## src/rtl/wpm_calc.sv

```systemverilog
// Words-per-minute engine: saturating word counter, BCD time to seconds,
// multicycle restoring divide of words*6000 by seconds, then double-dabble to BCD.
module wpm_calc #(
    parameter int WORD_W = 11,
    parameter int NUM_W  = WORD_W + 13
) (
    input  logic              clk,
    input  logic              reset,
    input  logic              word_done,
    input  logic              game_over,
    input  logic [3:0]        minutes,
    input  logic [3:0]        sec_high,
    input  logic [3:0]        sec_low,
    output logic [WORD_W-1:0] total_words,
    output logic [16:0]       wpm_x100,
    output logic [19:0]       wpm_bcd,
    output logic              wpm_valid,
    output logic              busy
);

    localparam int CNT_W = ($clog2(NUM_W) > 5) ? $clog2(NUM_W) : 5;
    localparam logic [16:0] WPM_MAX = 17'd99999;

    typedef enum logic [2:0] {IDLE, LOAD, DIV, CONV, DONE} state_t;

    state_t            state, state_next;
    logic [9:0]        sec_sum, sec_r, snap_sec, den, rem;
    logic [WORD_W-1:0] snap_words;
    logic [NUM_W-1:0]  num, quo;
    logic [CNT_W-1:0]  cnt;
    logic [16:0]       bin, bin_next, dd_bin, sat_val, x100_hold;
    logic [19:0]       bcd, bcd_next, dd_bcd, dd_adj;
    logic [10:0]       rem_sh;
    logic              div_ge, trigger;

    always_comb begin
        sec_sum = 10'(minutes) * 10'd60 + 10'(sec_high) * 10'd10 + 10'(sec_low);
        trigger = (state == IDLE) && !game_over &&
                  ((total_words != snap_words) || (sec_r != snap_sec));
        rem_sh  = {rem, num[NUM_W-1]};
        div_ge  = rem_sh >= {1'b0, den};
    end

    // A zero denominator would yield an all-ones quotient, so it is forced to 0.
    always_comb begin
        if (den == '0)
            sat_val = '0;
        else if (quo > NUM_W'(WPM_MAX))
            sat_val = WPM_MAX;
        else
            sat_val = quo[16:0];
    end

    // First conversion cycle seeds the shifter straight from the saturated quotient.
    always_comb begin
        dd_bin = (cnt == '0) ? sat_val : bin;
        dd_bcd = (cnt == '0) ? '0 : bcd;
        dd_adj = '0;
        for (int unsigned i = 0; i < 5; i++) begin
            dd_adj[4*i +: 4] = (dd_bcd[4*i +: 4] >= 4'd5) ? dd_bcd[4*i +: 4] + 4'd3
                                                           : dd_bcd[4*i +: 4];
        end
        {bcd_next, bin_next} = {dd_adj, dd_bin} << 1;
    end

    always_ff @(posedge clk or posedge reset) begin
        if (reset)
            state <= IDLE;
        else
            state <= state_next;
    end

    always_comb begin
        state_next = state;
        case (state)
            IDLE:    if (trigger) state_next = LOAD;
            LOAD:    state_next = DIV;
            DIV:     if (cnt == CNT_W'(NUM_W - 1)) state_next = CONV;
            CONV:    if (cnt == CNT_W'(16)) state_next = DONE;
            DONE:    state_next = IDLE;
            default: state_next = IDLE;
        endcase
    end

    always_comb begin
        busy      = (state != IDLE);
        wpm_valid = (state == DONE);
    end

    always_ff @(posedge clk or posedge reset) begin
        if (reset) begin
            total_words <= '0;
            sec_r       <= '0;
            snap_words  <= '0;
            snap_sec    <= '0;
            num         <= '0;
            den         <= '0;
            rem         <= '0;
            quo         <= '0;
            cnt         <= '0;
            bin         <= '0;
            bcd         <= '0;
            x100_hold   <= '0;
            wpm_x100    <= '0;
            wpm_bcd     <= '0;
        end else begin
            if (word_done && !game_over && (total_words != '1))
                total_words <= total_words + WORD_W'(1);
            sec_r <= sec_sum;
            case (state)
                LOAD: begin
                    snap_words <= total_words;
                    snap_sec   <= sec_r;
                    num        <= NUM_W'(total_words) * NUM_W'(6000);
                    den        <= sec_r;
                    rem        <= '0;
                    quo        <= '0;
                    cnt        <= '0;
                end
                DIV: begin
                    num <= num << 1;
                    rem <= div_ge ? 10'(rem_sh - {1'b0, den}) : rem_sh[9:0];
                    quo <= {quo[NUM_W-2:0], div_ge};
                    cnt <= (cnt == CNT_W'(NUM_W - 1)) ? '0 : cnt + CNT_W'(1);
                end
                CONV: begin
                    bin <= bin_next;
                    bcd <= bcd_next;
                    cnt <= cnt + CNT_W'(1);
                    if (cnt == '0)
                        x100_hold <= sat_val;
                    if (cnt == CNT_W'(16)) begin
                        wpm_x100 <= x100_hold;
                        wpm_bcd  <= bcd_next;
                    end
                end
                default: ;
            endcase
        end
    end

endmodule

```

## config.mk

```make
export PLATFORM = sky130hd
export DESIGN_NAME = wpm_calc
export DESIGN_NICKNAME = d
export VERILOG_FILES = /design/src/rtl/wpm_calc.sv
export SDC_FILE = /design/constraint.sdc
export NUM_CORES = 1
export LEC_CHECK = 0
export CORE_ASPECT_RATIO = 1.2
export CORE_UTILIZATION = 33
export CTS_CLUSTER_SIZE = 24
export DETAILED_ROUTE_END_ITERATION = 7
export PLACE_DENSITY_LB_ADDON = 0.12
export SYNTH_ARGS = -nofsm -noshare
export SYNTH_HDL_FRONTEND = slang
export SYNTH_SLANG_ARGS = --single-unit
```

## constraint.sdc

```tcl
create_clock -name clk -period 16.5 [get_ports clk]
set_input_delay 1.65 -clock clk [delete_from_list [all_inputs] [get_ports clk]]
set_output_delay 1.65 -clock clk [all_outputs]
set_load 0.02 [all_outputs]
```

==> metrics.md, run 1 <==
| Metric | Value |
|---|---|
| Fmax | `204 MHz` |
| Clock-pin slew on the worst setup and hold paths | `0.08 ns` |
| Final Hold Fails | `0` |
| Max-cap viol count | `0` |
| Sequential Area | `4850 um2` |
| Leakage | `roughly 6.6 nW` |
| First drt pass iteration count | `5` |
| Clock root cell | `clkbuf_16` |
| Postcts setup bufs | `0` |
| DIE AREA | `36700 um2` |
| # port buffers | `65` |
| Fin Setup TNS | `0 ns` |
| Worst Setup Start Kind | `primary input` |
| Placed cells | `roughly 1.7k` |
| Seq/Total Area, Yosys | `41.0%` |
| Commonest non-fill, non-tap cell in the layout | `nand2_1` |
| Most frequent cells in the layout | `nand2_1 (206), dfrtp_1 (194), inv_1 (152)` |
| Sequential power share | `between 20% and 30%` |
| Hold buffer count at CTS | `0` |
| Seq cells post-synth | `194` |
| Vias per inst | `4.80` |
| Final period util | `29.6%` |
| Logic pwr share | `roughly three fifths` |
| Maximum level of the CTS H-tree | `4` |
| Final WL | `25100 um` |
| Area delta synth->final | `14.2%` |
| Largest net degree at the start of global routing | `around 130` |
| Ys async rst share | `100%` |
| Max Fanout on Critical Path | `6` |
| Via count | `8276` |
| Top-level port count | `66` |
| Worst-skew pair later-pin latency | `0.45 ns` |
| Die Ht | `210 um` |
| Area of the core | `~35000 um2` |
| Rel. slew slack | `32.9%` |
| Switching Fraction | `between 40% and 50%` |
| HPWL Detailed | `17800 um` |
| Initial core utilization | `roughly 34%` |
| Post-synth top area cell | `dfrtp_1` |
| Slew Viols, Final | `0` |
| Data arrival, critical path | `5.22 ns` |
| Switching pwr | `0.00139 W` |
| Hold slack | `0.471 ns` |
| Nets@finish | `1422` |
| TritonCTS clock tree | `built` |
| Final setup margin | `~12 ns` |
| Routability cong. | `roughly 0.8` |
| Final setup fails | `0` |
| Total congestion overflow | `0` |
| Area contributors post-synth | `dfrtp_1 (41%), ha_1 (11%), fa_1 (9.0%)` |
| Count of different cell masters after synthesis | `61` |
| DRC errors left | `0` |
| Rows | `75` |
| Antenna viol nets, final | `0` |
| Avg Synthesized Cell Area | `9.87 um2` |
| Sink Count | `194` |
| Maximum clock path buffer count | `2` |
| Int Pwr | `0.00168 W` |
| Ys flop type | `dfrtp_1` |
| Required time worst endpoint | `16.83 ns` |
| EDFF count, synth | `0` |
| Global Route Usage Sum | `14.8%` |
| Initial antenna violation count | `0` |
| Filler cell count | `~3.5k` |
| Clock power share | `13.3%` |
| Clock skew | `~0.012 ns` |
| Place WS | `11.11 ns` |
| N_diodes | `0` |
| Setup CP Type | `in2reg` |
| Yosys top cell area share | `41.0%` |
| Status | `complete, no violations` |
| First-pass GRT wire length | `43500 um` |
| Worst-Margin Slew | `1.01 ns` |
| Syn. warnings | `0` |
| Multi-input gate area | `6260 um2` |
| DR WL/cell | `14.5 um` |
| Total power | `0.00307 W` |
| Crit end category | `flop` |
| Worst IR Drop VDD | `0.000197 V` |
| Unrepaired setup endpoints after global routing | `no` |
| Total CTS buffers | `17` |
| Die W | `175 um` |
| Mapped Cells | `between 1k and 1.5k` |
| Post-Syn Area | `11900 um2` |
| Power per cell area | `about 230 nW/um2` |
| Vias in the first global route | `8425` |
| Post-cts resize count | `0` |
| Final std cells w/o fill | `1723` |
| Fin crit period | `4.89 ns` |
| Fraction of layout instances using a drive strength above 1 | `4.76%` |
| Detailed Route Iter0 Violations | `421` |
| Syn_nets | `1373` |
| HP Class | `reg2reg` |
## metal layers
metal	vias up	share of wire, %	track usage, %
met4	0	1.1	3.96
met3	15	2.5	2.37
met5	-	0	0
li1	4152	-	-
met2	122	48	24.8
met1	3987	49	19.7
## state kept, by name, indices dropped and copies added (netlist names)
name	flops
bcd	20
bin	16
cnt	5
den	10
num	20
quo	24
rem	10
sec_r	10
snap_words	11
state	3
total_words	11
wpm_bcd	20
wpm_x100	17
x100_hold	17
## cell families (layout without fill, tap and decap cells)
kind of cell / Yosys count / after routing / synth area share, %
xor gates and xnor gates: 65 / 65 / 4.80
buffers and inverters: 196 / 256 / 6.39
muxes: 12 / 12 / 1.07
adders and majority gates: 156 / 156 / 19.8
and+or+nand+nor: 311 / 311 / 11.5
AOI/OAI and AO/OA: 267 / 267 / 15.4
DFF: 194 / 194 / 41.0
## critical path, cell delays in order
cell and delay [ns]:
clkdlybuf4s50_1 0.63, fa_1 0.51, fa_1 0.54, inv_1 0.07, fa_1 0.51, inv_1 0.04, ha_1 0.28, ha_1 0.32
inv_1 0.08, o21bai_1 0.08, a21oi_1 0.22, o21ai_0 0.15, xnor2_1 0.14
## worst paths after layout
| kind | start | cells after the start | to | slack (ns) |
|---|---|---|---|---|
| max in group asynchronous | reset | 3 | rem[8]$_DFFE_PP0P_ | 13.28 |
| worst max-delay path | minutes[2] | 13 | sec_r[9]$_DFF_PP0_ | 11.61 |
| worst min-delay path | x100_hold[4]$_DFFE_PP0P_ | 2 | wpm_x100[4]$_DFFE_PP0P_ | 0.47 |
| worst max register to register | total_words[6]$_DFFE_PP0P_ | 16 | num[22]$_DFFE_PP0P_ | 11.71 |
| worst min register to register | x100_hold[4]$_DFFE_PP0P_ | 2 | wpm_x100[4]$_DFFE_PP0P_ | 0.47 |
| min in group asynchronous | reset | 2 | wpm_bcd[12]$_DFFE_PP0P_ | 1.77 |
## synth_stat cells, drive strengths merged, types with 8 or more instances
cell type and count:
nand3 11, a22o 33, ha 103, o21a 10, dfrtp 194, inv 154, nor3b 8, fa 53
xor2 34, o21ai 102, a21oi 40, nand2 207, nand2b 11, a22oi 20, nor2 31, nor4 9
a21o 9, xnor2 31, clkbuf 33, buf 8
## power by group through the flow
stage	logic, W	clock network (W)	registers (W)
floorplan	0.00146	0	0.000791
global placement	0.00190	0	0.000783
detailed placement	0.00191	0	0.000784
CTS	0.00193	0.000424	0.000776
global route	0.00220	0.000441	0.000801
finish	0.00189	0.000408	0.000773
## through the flow
| step | util, % | instance area [um2] |
|---|---|---|
| after floorplan | - | 11900 |
| after global placement | 36.9 | 13000 |
| after detailed placement | 36.9 | 13000 |
| after CTS | 38.5 | 13500 |
| after global routing | 38.5 | 13500 |
| final | 38.5 | 13500 |
## final cells by class
type,instances,share of cell area (%)
multi-input combinational,811,46.2
tap,462,4.27
inverter,155,4.35
clock buffer,19,3.27
clock inverter,11,0.869
timing repair buffer,71,5.14
sequential,194,35.9
No activity file was read; power rests on OpenSTA's default activity.
==> run 2: changes to the inputs <==
==> constraint.sdc (replaced) <==
create_clock -name clk -period 4.2 [get_ports clk]
set_input_delay 0.42 -clock clk [delete_from_list [all_inputs] [get_ports clk]]
set_output_delay 0.42 -clock clk [all_outputs]
set_load 0.02 [all_outputs]
==> run 2 against run 1 <==
  * The run now ends with negative setup slack left
  * Cell count rose by 4.2%
  * Highest routed layer unchanged
  * Register-to-register slack worse by 12 ns
  * Utilization rose by 2.2 points
==> metrics.md, run 2 (synthesis results as in run 1) <==
| Metric | Value |
|---|---|
| Area delta synth->final | `20.8% (was 14.2%)` |
| Worst-skew pair later-pin latency | `0.46 ns (was 0.45 ns)` |
| Total CTS buffers | `17 (unchanged)` |
| Max-cap viol count | `0 (unchanged)` |
| Place WS | `-0.222 ns (was 11.11 ns)` |
| Largest net degree at the start of global routing | `98 (was 125)` |
| Final period util | `101%` |
| Most frequent cells in the layout | `nand2_1 (206), dfrtp_1 (185), inv_1 (146) (was nand2_1 (206), dfrtp_1 (194), inv_1 (152))` |
| Total congestion overflow | `0 (unchanged)` |
| DRC errors left | `0 (unchanged)` |
| Slew Viols, Final | `0 (unchanged)` |
| Setup CP Type | `reg2reg (was in2reg)` |
| Global Route Usage Sum | `15.2% (was 14.8%)` |
| Fin crit period | `4.26 ns` |
| Worst-Margin Slew | `0.746 ns (was 1.01 ns)` |
| Rows | `75 (unchanged)` |
| First-pass GRT wire length | `44500 um (was 43500 um)` |
| Vias in the first global route | `8658 (was 8425)` |
| Rel. slew slack | `50.1% (was 32.9%)` |
| DR WL/cell | `14.3 um (was 14.5 um)` |
| Sink Count | `194 (unchanged)` |
| Sequential Area | `4870 um2 (was 4850 um2)` |
| TritonCTS clock tree | `built (unchanged)` |
| Area of the core | `35200 um2 (unchanged)` |
| Fraction of layout instances using a drive strength above 1 | `12.3% (was 4.76%)` |
| Most flop-heavy register | `quo (unchanged)` |
| Worst Setup Start Kind | `flop (was primary input)` |
| Final std cells w/o fill | `1795 (was 1723)` |
| Max Fanout on Critical Path | `5 (was 6)` |
| Die W | `175 um (unchanged)` |
| Detailed Route Iter0 Violations | `493 (was 421)` |
| Commonest non-fill, non-tap cell in the layout | `nand2_1 (unchanged)` |
| Clock skew | `0.0176 ns (was 0.0118 ns)` |
| Unrepaired setup endpoints after global routing | `yes (was no)` |
| Multi-input gate area | `6420 um2 (was 6260 um2)` |
| HPWL Detailed | `19200 um (was 17800 um)` |
| Failing checks | `negative setup slack` |
| Final setup fails | `2 (was 0)` |
| Required time worst endpoint | `4.59 ns (was 16.83 ns)` |
| Final setup margin | `-0.0561 ns (was 11.61 ns)` |
| Final Hold Fails | `0 (unchanged)` |
| Crit end category | `flop (unchanged)` |
| Via count | `8486 (was 8276)` |
| Top-level port count | `66 (unchanged)` |
| Initial core utilization | `33.7% (unchanged)` |
| HP Class | `in2reg (was reg2reg)` |
| Clock-pin slew on the worst setup and hold paths | `0.08 ns (about the same)` |
| N_diodes | `0 (unchanged)` |
| Maximum level of the CTS H-tree | `4 (unchanged)` |
| DIE AREA | `36700 um2 (unchanged)` |
| Vias per inst | `4.73 (was 4.80)` |
| Maximum clock path buffer count | `2 (unchanged)` |
| Placed cells | `1755 (was 1693)` |
| First drt pass iteration count | `5 (unchanged)` |
| Initial antenna violation count | `0 (unchanged)` |
| Die Ht | `210 um (unchanged)` |
| Final WL | `25700 um (was 25100 um)` |
| Status | `finished, violations left (was complete, no violations)` |
| # port buffers | `65 (unchanged)` |
| Antenna viol nets, final | `0 (unchanged)` |
| Routability cong. | `0.813 (was 0.789)` |
| Filler cell count | `3549 (was 3533)` |
| Clock root cell | `clkbuf_16 (unchanged)` |
| Flip-flop count of the largest register after layout | `24 (unchanged)` |
| Nets@finish | `1492 (was 1422)` |
| Fmax | `235 MHz` |
| Data arrival, critical path | `4.64 ns (was 5.22 ns)` |
## run 2: final timing paths
| path | startpoint | to | slack, ns | cells past startpoint |
|---|---|---|---|---|
| worst max-delay path | total_words[6]$_DFFE_PP0P_ | num[22]$_DFFE_PP0P_ | -0.06 | 14 |
| worst max register to register | total_words[6]$_DFFE_PP0P_ | num[22]$_DFFE_PP0P_ | -0.06 | 14 |
| max in group asynchronous | reset | rem[4]$_DFFE_PP0P_ | 2.79 | 3 |
| min in group asynchronous | reset | wpm_bcd[12]$_DFFE_PP0P_ | 0.44 | 2 |
| worst min-delay path | sec_low[0] | sec_r[0]$_DFF_PP0_ | 0.40 | 1 |
| worst min register to register | x100_hold[4]$_DFFE_PP0P_ | wpm_x100[4]$_DFFE_PP0P_ | 0.47 | 2 |
## run 2: layer usage
metal | global-route usage [%] | routed length, um
met1 | 20.2 | 12600
met4 | 5.37 | 434
met2 | 25.0 | 12100
met5 | 0 | 0
met3 | 2.41 | 622
## run 2: layout make-up
cell class,count,share of cell area [%]
inverters,155,4.09
clock buffers,18,3.00
clock inverters,14,1.29
flip-flops and latches,194,34.0
repair buffers,141,8.77
multi-input cells,811,44.8
well taps,462,4.04
## run 2: metrics by stage
stage          util (%)  hold slack [ns]  TNS (ns)  cell area [um2]
6_report           40.7            0.398   -0.0838            14300
5_1_grt            40.7            0.390    -0.801            14300
4_1_cts            40.4            0.371    -0.210            14200
3_5_place_dp       38.5            0.450    -0.446            13500
3_3_place_gp       38.5            0.452    -0.316            13500
2_1_floorplan         -            0.439    -0.155            11900
## run 2: timing repair
item                       4_1_cts  5_1_grt
setup buffers                    2        6
setup endpoints to repair        5        7
resized for setup               10       15
pin swaps                        7       10
hold buffers                     0        0
## run 2: worst max-delay path, stage by stage (launching register included)
cell      delay, ns
dfrtp_2        0.47
fa_1           0.54
inv_1          0.05
fa_1           0.45
fa_1           0.49
fa_1           0.54
inv_2          0.05
ha_4           0.21
o21a_1         0.19
o31a_4         0.12
o41ai_4        0.24
o211ai_1       0.17
a32oi_1        0.22
mux2_2         0.35
o21ai_1        0.10
Power of run 2 is not shown: default switching activity piles up to over one toggle a cycle in this logic, so the estimate is an artifact.
